$ cat config.mk
export PLATFORM = sky130hd
export DESIGN_NAME = m_fetch_unit
export DESIGN_NICKNAME = d
export VERILOG_FILES = /design/src/rtl/m_fetch_unit.sv
export SDC_FILE = /design/constraint.sdc
export NUM_CORES = 1
export LEC_CHECK = 0
export CAP_MARGIN = 20
export CORE_AREA = 8 8 124 126
export DETAILED_ROUTE_END_ITERATION = 8
export DIE_AREA = 0 0 132 134
export PLACE_DENSITY = 0.94
export SLEW_MARGIN = 0
export SYNTH_ARGS = -nofsm -noshare
export SYNTH_HDL_FRONTEND = slang
export SYNTH_SLANG_ARGS = --single-unit
$ cat constraint.sdc
create_clock -name i_clk -period 3.1 [get_ports i_clk]
set_input_delay 0.62 -clock i_clk [delete_from_list [all_inputs] [get_ports i_clk]]
set_output_delay 0.62 -clock i_clk [all_outputs]
set_load 0.005 [all_outputs]
$ cat src/rtl/m_fetch_unit.sv
// Instruction fetch stage: owns the PC, fetches over req/gnt/rvalid, holds one instruction for the controller.
// Optional performance counters are built when FETCH_PERF_EN is defined.
module m_fetch_unit #(
    parameter int                ADDR_W   = 32,
    parameter logic [ADDR_W-1:0] RESET_PC = '0
) (
    input  logic              i_clk,
    input  logic              i_rst_n,
    output logic              o_imem_req,
    output logic [ADDR_W-1:0] o_imem_addr,
    input  logic              i_imem_gnt,
    input  logic              i_imem_rvalid,
    input  logic [31:0]       i_imem_rdata,
    output logic              o_valid,
    output logic [31:0]       o_instr,
    output logic [2:0]        o_opt,
    output logic [ADDR_W-1:0] o_pc,
    input  logic              i_stall,
    input  logic              i_br_taken,
    input  logic [ADDR_W-1:0] i_br_target,
    output logic [31:0]       o_perf_fetched,
    output logic [31:0]       o_perf_flushed
);

    // Handshake: a fetch transfers when o_imem_req & i_imem_gnt; exactly one i_imem_rvalid
    // follows per grant; downstream consumes when o_valid & ~i_stall.
    typedef enum logic [1:0] {
        S_REQ  = 2'd0,
        S_WAIT = 2'd1,
        S_HOLD = 2'd2
    } state_t;

    state_t            r_state;
    state_t            w_next_state;
    logic [ADDR_W-1:0] r_fetch_pc;
    logic [ADDR_W-1:0] r_pend_pc;
    logic              r_kill;
    logic [31:0]       r_instr;
    logic [ADDR_W-1:0] r_out_pc;
    logic [ADDR_W-1:0] w_tgt;

    assign w_tgt = i_br_target & ~ADDR_W'(3);

    always_ff @(posedge i_clk) begin
        if (!i_rst_n) begin
            r_state <= S_REQ;
        end else begin
            r_state <= w_next_state;
        end
    end

    always_comb begin
        w_next_state = r_state;
        case (r_state)
            S_REQ: begin
                if (i_imem_gnt) w_next_state = S_WAIT;
            end
            S_WAIT: begin
                if (i_imem_rvalid) begin
                    w_next_state = (r_kill || i_br_taken) ? S_REQ : S_HOLD;
                end
            end
            S_HOLD: begin
                if (i_br_taken || !i_stall) w_next_state = S_REQ;
            end
            default: w_next_state = S_REQ;
        endcase
    end

    // Redirects in REQ/WAIT are parked in r_pend_pc until the in-flight response drains.
    always_ff @(posedge i_clk) begin
        if (!i_rst_n) begin
            r_fetch_pc <= RESET_PC;
            r_pend_pc  <= RESET_PC;
            r_kill     <= 1'b0;
            r_instr    <= '0;
            r_out_pc   <= RESET_PC;
        end else begin
            case (r_state)
                S_REQ: begin
                    if (i_br_taken) begin
                        r_kill    <= 1'b1;
                        r_pend_pc <= w_tgt;
                    end
                end
                S_WAIT: begin
                    if (i_imem_rvalid) begin
                        if (r_kill || i_br_taken) begin
                            r_kill     <= 1'b0;
                            r_fetch_pc <= i_br_taken ? w_tgt : r_pend_pc;
                        end else begin
                            r_instr  <= i_imem_rdata;
                            r_out_pc <= r_fetch_pc;
                        end
                    end else if (i_br_taken) begin
                        r_kill    <= 1'b1;
                        r_pend_pc <= w_tgt;
                    end
                end
                S_HOLD: begin
                    if (i_br_taken) begin
                        r_fetch_pc <= w_tgt;
                    end else if (!i_stall) begin
                        r_fetch_pc <= r_out_pc + ADDR_W'(4);
                    end
                end
                default: ;
            endcase
        end
    end

    // Gated by reset so no request leaks out while the block is held in reset.
    assign o_imem_req  = i_rst_n && (r_state == S_REQ);
    assign o_imem_addr = r_fetch_pc;
    assign o_valid     = (r_state == S_HOLD);
    assign o_instr     = r_instr;
    assign o_opt       = r_instr[31:29];
    assign o_pc        = r_out_pc;

`ifdef FETCH_PERF_EN
    logic [31:0] r_perf_fetched;
    logic [31:0] r_perf_flushed;
    logic        w_consume;
    logic        w_flush;

    assign w_consume = (r_state == S_HOLD) && !i_br_taken && !i_stall;
    assign w_flush   = ((r_state == S_WAIT) && i_imem_rvalid && (r_kill || i_br_taken))
                     || ((r_state == S_HOLD) && i_br_taken);

    always_ff @(posedge i_clk) begin
        if (!i_rst_n) begin
            r_perf_fetched <= '0;
            r_perf_flushed <= '0;
        end else begin
            if (w_consume) r_perf_fetched <= r_perf_fetched + 32'd1;
            if (w_flush)   r_perf_flushed <= r_perf_flushed + 32'd1;
        end
    end

    assign o_perf_fetched = r_perf_fetched;
    assign o_perf_flushed = r_perf_flushed;
`else
    assign o_perf_fetched = 32'd0;
    assign o_perf_flushed = 32'd0;
`endif

endmodule
; ---- Word level (Yosys, flattened, before mapping)
; Index checks and enable logic that the tools add are counted.
[op_classes]
n_addsub = 1
multipliers = 0
div_mod_pow = 0
n_lt_le_gt_ge = 0
eq_ne = 9
n_shift = 0
mux = 17
n_bitwise = 1
n_reduce_logical = 12
[ops]
columns = op, count
row1 = 32-bit two-way mux, 6
row2 = 32-bit case mux with 2 select lines, 2
row3 = 32-bit by 3-bit adder with 32-bit output (second input constant), 1
row4 = 2-bit two-way mux, 4
row5 = 2-bit != test (second input constant), 4
row6 = 2-bit case mux with 3 select lines, 1
row7 = 3-bit AND reduction, 2
row8 = 2-bit AND reduction, 2
row9 = 4-bit AND reduction, 1
row10 = 2-bit nonzero test, 2
row11 = 1-bit two-way mux, 3
row12 = 3-bit by 2-bit != test with 1-bit output (second input constant), 1
row13 = 3-bit != test (second input constant), 1
row14 = 2-bit by 1-bit equality test with 1-bit output (second input constant), 1
row15 = 2-bit equality test (second input constant), 1
row16 = 2-bit logical NOT, 1
row17 = 1-bit logical OR, 2
row18 = 2-bit by 1-bit != test with 1-bit output (second input constant), 1
row19 = 1-bit case mux with 2 select lines, 1
row20 = 1-bit logical AND, 1
row21 = 1-bit logical NOT, 1
row22 = 1-bit inverter, 1
[word_totals]
reg_bits = 131
latch_bits = 0
ramBits = 0
romBits = 0
out_inout_bits = 165
elab_cells = 46
mem_count = 0

; ---- Logic depth before layout (Yosys ltp)
; Gate-level depths: netlist (run 1).
[logic_depth]
depth_word = 4
depth_mapped = 8

; ---- Least setup slack after synthesis (run 1)
; OpenSTA, ideal clock, no wires.
[synth_path]
path_type = input-to-reg
start = in i_rst_n
end = reg r_fetch_pc[22], in the netlist o_imem_addr[22]
setup_time_ps = 74
t_arrival_ps = 1868
slack_ps = 1158
cell_stages = 5
path_buffers = 1
cell_sequence = clkbuf_1 clkinv_1 nor3_1 o21ai_0 o22ai_2
[synth_rtl]
columns = item, line
row1 = from (decl), 8  ; input logic i_rst_n,
row2 = to (signal assigned), 90  ; r_fetch_pc <= i_br_taken ? w_tgt : r_pend_pc;
row3 = to (signal assigned), 102  ; r_fetch_pc <= w_tgt;
row4 = to (signal assigned), 104  ; r_fetch_pc <= r_out_pc + ADDR_W'(4);
row5 = to (decl), 35  ; logic [ADDR_W-1:0] r_fetch_pc;

; ---- Final worst setup path (run 1)
[layout_path]
start = reg r_state[1]
end = out o_valid
[layout_via]
elab_chain_cells = 1
[layout_lines]
columns = item, line
row1 = from (decl), 33  ; state_t r_state;
row2 = from (signal assigned), 48  ; r_state <= w_next_state;
row3 = 2-bit equality test, 115  ; assign o_valid = (r_state == S_HOLD);
row4 = to (decl), 14  ; output logic o_valid,
; Every way passes these cells.

==> results of run 1 <==
power by group through the flow:
stage,clock [uW],sequential (uW),combinational (uW)
after global routing,2290,1790,455
after CTS,2200,1790,411
after detailed placement,0,1820,407
after floorplan,0,1810,244
final,2180,1790,418
after global placement,0,1820,398
registers in the layout, indices dropped and copies added (netlist names):
name and cells:
r_kill 1, r_pend_pc 32, o_instr 32, r_state 2, o_imem_addr 32, o_pc 32
per-stage QoR:
stage / utilization / hold slack (ns) / power (uW)
4_1_cts: 0.625 / 0.454 / 4390
3_3_place_gp: 0.577 / 0.437 / 2220
5_1_grt: 0.625 / 0.468 / 4530
2_1_floorplan: - / 0.432 / 2060
3_5_place_dp: 0.577 / 0.446 / 2230
6_report: 0.625 / 0.451 / 4390
cell type report:
class	instances	share of cell area
multi-input cells	635	0.369
clock buffers	18	0.0520
repair buffers	182	0.214
well taps	180	0.0267
inverters	6	0.00267
clock inverters	14	0.0249
flip-flops and latches	131	0.311
layout by cell type, fill, tap and decap left out, drive strengths merged, types with 6 or more instances in the layout:
cell	Yosys	layout
a221oi	10	10
nand4	12	12
nor3	8	8
clkdlybuf4s50	0	167
inv	5	6
clkinv	1	6
nand2	237	237
conb	1	64
clkbuf	53	18
a21oi	123	123
o21ai	51	51
nand3	11	11
buf	72	15
dfxtp	131	131
a211oi	6	6
nor4	13	13
o31a	9	9
xnor2	11	11
nor2	29	29
path summary, 6_finish.rpt:
path                                 from                      endpoint  slack, ns  cells after the start
setup / recovery  r_state[1]$_SDFFE_PN0P_                       o_valid       0.54                      3
hold / removal    o_instr[0]$_SDFFE_PN0P_       o_instr[0]$_SDFFE_PN0P_       0.45                      2
setup reg to reg  r_state[1]$_SDFFE_PN0P_  o_imem_addr[29]$_SDFFE_PN0P_       0.89                      6
hold reg to reg   o_instr[0]$_SDFFE_PN0P_       o_instr[0]$_SDFFE_PN0P_       0.45                      2
tightest hold or removal path, delay by kind of cell (launching register included):
kind | cells | cell delay [ns]
AO/OA/AOI/OAI | 1 | 0.05
AND/OR/NAND/NOR | 1 | 0.05
flip-flops | 1 | 0.30
metal layers:
metal	up-vias	wire length, um	track usage	part of all wire
li1	2994	-	-	-
met1	2978	7720	0.250	0.38
met2	363	10000	0.366	0.49
met3	60	1840	0.0669	0.090
met4	0	769	0.109	0.038
met5	-	0	0	0
kinds of logic after synthesis:
kind of cell,share of synthesized area
AND/OR/NAND/NOR,0.232
AO/OA/AOI/OAI,0.199
flip-flops,0.420
buffers and inverters,0.122
XOR/XNOR,0.0210
multiplexers,0.00321
adder cells (fa/ha/maj),0.00200
other,0.000601
==> results by stage, run 1 <==
Clocking:
- TritonCTS built the clock tree.
- The number of gates resized after CTS was 0.
- Clock-pin slew was measured on the worst setup and hold paths at 0.06 ns.
- The tree is rooted in a clkbuf_16.
- The maximum buffer depth of the clock tree is 2.
- Clock tree synthesis inserted a total of 17 buffers.
- The H-tree level count is 4.
- Buffers added to address setup during post-CTS repair amount to 0.
- The clock latency at the later pin of the worst-skew pair is 0.41 ns.
- Hold repair after CTS inserted 0 buffers.
- The clock net in this run drives a total of 131 sinks.

Die:
- In this run the vertical extent of the chip is 134 um.
- The initial utilization of the core area, before any placement, comes to 0.462.
- The floorplan has 43 rows.
- The area of the core is 13500 um^2.
- The floorplan step defined a die boundary enclosing 17700 um^2.
- For this design the top-level I/O count stands at 235.
- The horizontal die dimension is 132 um.

Synth:
- The sequential area share after synthesis is 0.420.
- The most used flip-flop cell after synthesis is dfxtp_1.
- The most numerous cell in the Yosys netlist is nand2_1.
- The dominant cell type by area after synthesis is dfxtp_1.
- Counting every instance in the synthesized netlist gives 834.
- Yosys mapped a number of flops with a built-in enable equal to 0.
- The proportion of netlist area held by the largest area contributor is 0.420.
- After synthesis, the mean cell area works out to 7.48 um^2.
- The share of flip-flops with an asynchronous set or reset is 0.
- Synthesis inferred 131 register bits.
- The total of warnings raised by yosys is 0.
- Counting distinct cell types in the post-synthesis netlist gives 48.
- In the synthesized netlist, the cells that appear most often are 237 x nand2_1, 131 x dfxtp_1, 123 x a21oi_1, 67 x buf_4, 53 x clkbuf_1.
- The cell area after synthesis is 6240 um^2.
- In the post-synthesis netlist, the biggest area contributors are dfxtp_1 42%, nand2_1 14%, a21oi_1 9.9%.

Detailed routing:
- In this run, the number of DRC markers left after iteration 0 of detailed routing was 751.
- Using the TritonRoute via totals, the vias-per-cell ratio works out to 5.48.
- In the final routed layout, each cell accounts on average for 17.5 um.
- The count of antenna-violating nets left after detailed routing is 0.
- The post-route DRC violation count is 0.
- The first TritonRoute pass finished after 6 iterations.
- The routed design has 20.4 mm of wire.
- The detailed-route via count is 6395.

Critical path:
- Data on the critical path arrives at its endpoint at 1.94 ns.
- Counting both buffers and inverters, the worst setup path holds a total of 2.
- The type of destination of the critical path is an output pin.
- Along the worst path, the maximum fanout reaches 17.
- Walking the worst path, the cells encountered are nand2b_1 -> inv_2 -> clkdlybuf4s50_1.
- The critical path required time is 2.48 ns.
- Grouping stages by cell kind, the critical path spends the most delay in buffers and inverters.
- The worst setup path is launched from a flop.
- The slowest stage of the critical path belongs to the cell clkdlybuf4s50_1.
- The largest single stage delay on the critical path is 0.58 ns.
- The critical path in this run is classified as reg -> out.

Timing:
- Setup repair after global routing left no endpoint under its margin.
- The final setup skew is 0.00769 ns.
- Dividing the final minimum period by the clock period gives 0.825.
- The upper clock frequency limit is 391 MHz.
- The number of endpoints with negative hold slack in the final report is 0.
- The setup TNS after final layout is 0 ns.
- The transition at the pin with the smallest max-transition slack is 0.875 ns.
- The worst setup margin is 0.543 ns.
- The relative max-transition margin is 0.415.
- The worst path needs 2.56 ns of the cycle, external delays included.
- Setup violations remaining at the end of the flow were counted as 0.
- The count of pins over their slew limit is 0.

Placement:
- The worst slack at placement is 0.611 ns.
- The number of buffer cells added on primary ports is 168.
- At the end of routability-driven placement, the weighted congestion stood at 0.847.
- The area of placed instances is 7790 um^2.
- In this run, placement finished with an instance count of 1134.
- Detailed placement ended at an HPWL of 14.0 mm.

Layout:
- The number of inserted filler cells in the final layout is 1110.
- Of the cells placed in the final design, the portion with a size suffix greater than 1 is 0.0609.
- The area of all sequential standard cells is 2620 um^2.
- The final layout net count is 1044.
- Leaving out filler cells and counting taps, the final layout contains 1166.
- 0 antenna diodes ended up in the layout.
- The multi-input combinational cell area is 3110 um^2.
- Compared with the post-synthesis result, the final layout area differs by 35.2%.
- The final standard cell area without fillers is 8440 um^2.

Global routing:
- For this run, the total global-route usage over all layers was measured as 0.219.
- The first global-routing pass estimated 31.7 mm of wire.
- The number of antenna violations at the first check in global routing is 0.
- The sum of overflow across all layers after global routing is 0.
- The pin count of the biggest net entering global routing is 105.
- The via count of the first global-routing pass is 6105.

Pwr:
- The share of total power dissipated in combinational logic is 0.095.
- The switching part of the total is 0.228.
- The reported net switching power is 1000 uW.
- VDD sags by at most 287 uV.
- The share of total power dissipated in sequential elements is 0.407.
- In this run the power density over the cells is 520 nW/um^2.
- Cell internal power was estimated by the tool at 3390 uW.
- Of the total power, the clock network draws 0.497.
- The leakage power is 0.00296 uW.

Hold path:
- In this run the worst hold path is classified as reg -> reg.

Status:
- The run finished with clean final reports.

Run:
- Across the run, the number of max-cap violations was 0.
No activity file was read; power rests on OpenSTA's default activity.
==> run 2, diff against run 1 <==
CORE_AREA = 8 8 127 129   (was 8 8 124 126)
DIE_AREA = 0 0 135 137   (was 0 0 132 134)
PLACE_DENSITY = 0.91   (was 0.94)
clock period = 2.5 ns   (was 3.1 ns; I/O delays follow)
==> results by stage, run 2 (same netlist as run 1, synthesis figures left out) <==
Layout:
- The fraction of layout cells with a size suffix above 1 is 0.0666 (+0.00575).
- The top cell types in the final layout, fill and taps aside, are 237 x nand2_1, 167 x clkdlybuf4s50_1, 130 x dfxtp_1.
- The antenna diode count is 0 (unchanged).
- Leaving out fill and tap cells, the most frequent cell in the layout is nand2_1.
- The final layout net count is 1050 (+0.57%).
- Relative to the synthesized area, the layout overhead comes to 36.4%.

Die:
- The vertical die dimension came to 137 um (+2.2%).
- The horizontal die dimension is 135 um (+2.3%).
- The number of core rows is 44 (+2.3%).
- The number of placed I/O pins came to 235 (unchanged).
- The die footprint was 18500 um^2 (+4.6%).
- The area of the core came to 14200 um^2 (+5.2%).
- The starting density of the core was 0.439 (-0.0228).

Hold path:
- The instance count along the most critical hold path is 2 (unchanged).
- The worst hold path terminates at r_pend_pc[7]$_SDFFE_PN0P_.
- The worst hold path class is reg -> reg.
- The hold path startpoint is r_pend_pc[7]$_SDFFE_PN0P_.

Critical path:
- The path depth of the worst reg2reg path is 6 (unchanged).
- The critical path arrival is 1.81 ns (-0.13 ns).
- The critical path required time is 2.00 ns (-0.48 ns).
- The largest stage delay on the critical path is 0.56 ns (-0.02 ns).
- The critical path is of the reg -> out type.
- STA classifies the critical path startpoint as a flop.
- The maximum fanout encountered on the critical timing path came to 17 (unchanged).
- The worst setup path is captured at an output pin.
- The slack of the worst reg-to-reg path is 0.25 ns (-0.64 ns).
- The library cell contributing the largest single delay on the critical path is clkdlybuf4s50_1.
- The worst register-to-register path ends at o_imem_addr[27]$_SDFFE_PN0P_.
- The critical path goes through nand2b_1 -> clkinv_2 -> clkdlybuf4s50_1.
- In this run the critical register-to-register path is launched from r_state[0]$_SDFFE_PN0P_.

Placement:
- The HPWL after detailed placement is 14.0 mm (+0.10%).
- The worst slack at placement is 0.000437 ns (-0.611 ns).
- The number of buffer cells added on primary ports is 168 (unchanged).
- The final weighted congestion of routability-driven global placement was 0.861 (+1.7%).

Detailed routing:
- The count of antenna-violating nets left after detailed routing is 0 (unchanged).
- The detailed-route via count is 6343 (-0.81%).
- The post-route DRC violation count came to 0 (unchanged).
- The total detailed-routing wirelength is 20.5 mm (+0.44%).
- The per-cell via count in the routed design came to 5.40 (-1.6%).
- The per-cell routed wire length was 17.4 um (-0.33%).
- The first-iteration detailed-routing DRC count is 701 (-6.7%).
- The first-pass iteration count of the detailed router is 6 (unchanged).

Timing:
- The relative max-transition margin is 0.393 (-0.0212).
- The final setup violation count is 0 (unchanged).
- The count of pins over their slew limit came to 0 (unchanged).
- The transition at the pin with the smallest max-transition slack is 0.906 ns (+0.0317 ns).
- The number of endpoints with negative hold slack in the final report is 0 (unchanged).
- The part of the cycle the worst path needs is 0.923.
- For this run, the top clock speed supported by timing is 433 MHz.
- The worst setup margin came to 0.191 ns (-0.351 ns).
- The worst path needs 2.31 ns of the cycle, external delays included.
- The setup TNS after final layout came to 0 ns (unchanged).
- Setup repair after global routing left no endpoint under its margin.
- The final setup skew is 0.0118 ns (+0.00407 ns).

Clocking:
- The TritonCTS buffer count was 17 (unchanged).
- The clock latency at the later pin of the worst-skew pair is 0.42 ns (about the same).
- The maximum buffer depth of the clock tree is 2 (unchanged).
- The clock-pin slew reported for the worst setup and hold paths after clock tree synthesis is 0.06 ns (about the same).
- The number of post-CTS setup repair buffers is 0 (unchanged).
- The count of clock tree sinks is 131 (unchanged).
- TritonCTS built the clock tree.
- The H-tree level count came to 4 (unchanged).
- Clock tree synthesis selected as its root buffer the cell clkbuf_16.
- The post-cts hold buffer count is 0 (unchanged).

Global routing:
- The pin count of the biggest net entering global routing is 73 (-30%).
- The global-route usage over all layers is 0.207 (-0.0121).
- The sum of overflow across all layers after global routing is 0 (unchanged).
- The number of antenna violations at the first check in global routing is 2 (+2).
- The first-pass GRT wire length was 30.3 mm (-4.3%).
- The via count of the first global-routing pass was 5810 (-4.8%).

Pwr:
- The leakage power is 0.00298 uW (+0.91%).
- The power density of the placed cells came to 630 nW/um^2 (+21%).
- The worst voltage drop across the vdd grid is 424 uV (+48%).

Run:
- The max-capacitance violation count is 0 (unchanged).

Status:
- The flow ran to the end, and the final reports show no timing, DRC or antenna violations.
run 2: cell count changes in the layout (fill, tap and decap cells not counted):
cell,previous run,this run
buf_16,0,1
clkinvlp_4,3,5
clkinv_2,4,3
dfxtp_1,131,130
dfxtp_2,0,1
buf_4,12,15
inv_2,2,1
bufinv_16,5,4
buf_12,2,4
run 2: what timing repair did:
item	in CTS	in global routing
endpoints found under the setup margin	0	1
endpoints found under the hold margin	0	0
gates resized for setup	0	2
run 2: per-layer routing:
layer  part of all wire  GRT usage  vias up  wire (um)
met3              0.083     0.0602       54       1710
li1                   -          -     2987          -
met5             0.0013          0        -         27
met4              0.034      0.103        4        697
met1               0.38      0.244     2984       7800
met2               0.50      0.339      314      10200
run 2: through the flow:
stage                     total power (uW)  instance area [um^2]  instances  hold slack [ns]  utilization
after floorplan                       2550                  6480        897            0.432            -
after global placement                2760                  7860       1143            0.438        0.553
after detailed placement              2770                  7860       1143            0.444        0.553
after CTS                             5370                  8480       1174            0.451        0.597
after global routing                  5530                  8510       1175            0.471        0.599
final                                 5360                  8510       1175            0.452        0.599
run 2: worst max path at each step:
| stage | from | to | slack (ns) | depth (start not counted) |
|---|---|---|---|---|
| finish | r_state[0]$_SDFFE_PN0P_ | o_valid | 0.19 | 3 |
| global route | r_state[0]$_SDFFE_PN0P_ | o_imem_addr[27]$_SDFFE_PN0P_ | 0.08 | 6 |
| CTS | r_state[1]$_SDFFE_PN0P_ | o_valid | 0.03 | 3 |
| detailed placement | i_imem_rvalid | r_pend_pc[13]$_SDFFE_PN0P_ | 0.0004 | 5 |
| global placement | i_imem_rvalid | r_pend_pc[18]$_SDFFE_PN0P_ | 0.15 | 5 |
| floorplan | o_pc[4]$_SDFFE_PN0P_ | o_imem_addr[27]$_SDFFE_PN0P_ | 0.65 | 7 |
run 2: where the power goes:
part           internal, uW  switching, uW  leakage [uW]
clock network          1680            930      0.000290
registers              2160           52.5       0.00106
logic                   257            277       0.00163
total                  4100           1260       0.00298
run 2: area by class of cell:
type	instances	area, um^2
Sequential cell	131	2620
Timing Repair Buffer	188	1900
Clock inverter	13	185
Fill cell	1209	5690
Clock buffer	18	439
Multi-Input combinational cell	635	3110
Inverter	6	23.8
Tap cell	184	230
run 2: worst max-delay path: cells and delay by family (launching register included):
family | cells | cell delay (ns)
flops | 1 | 0.40
simple gates | 1 | 0.17
buf+inv | 2 | 0.82
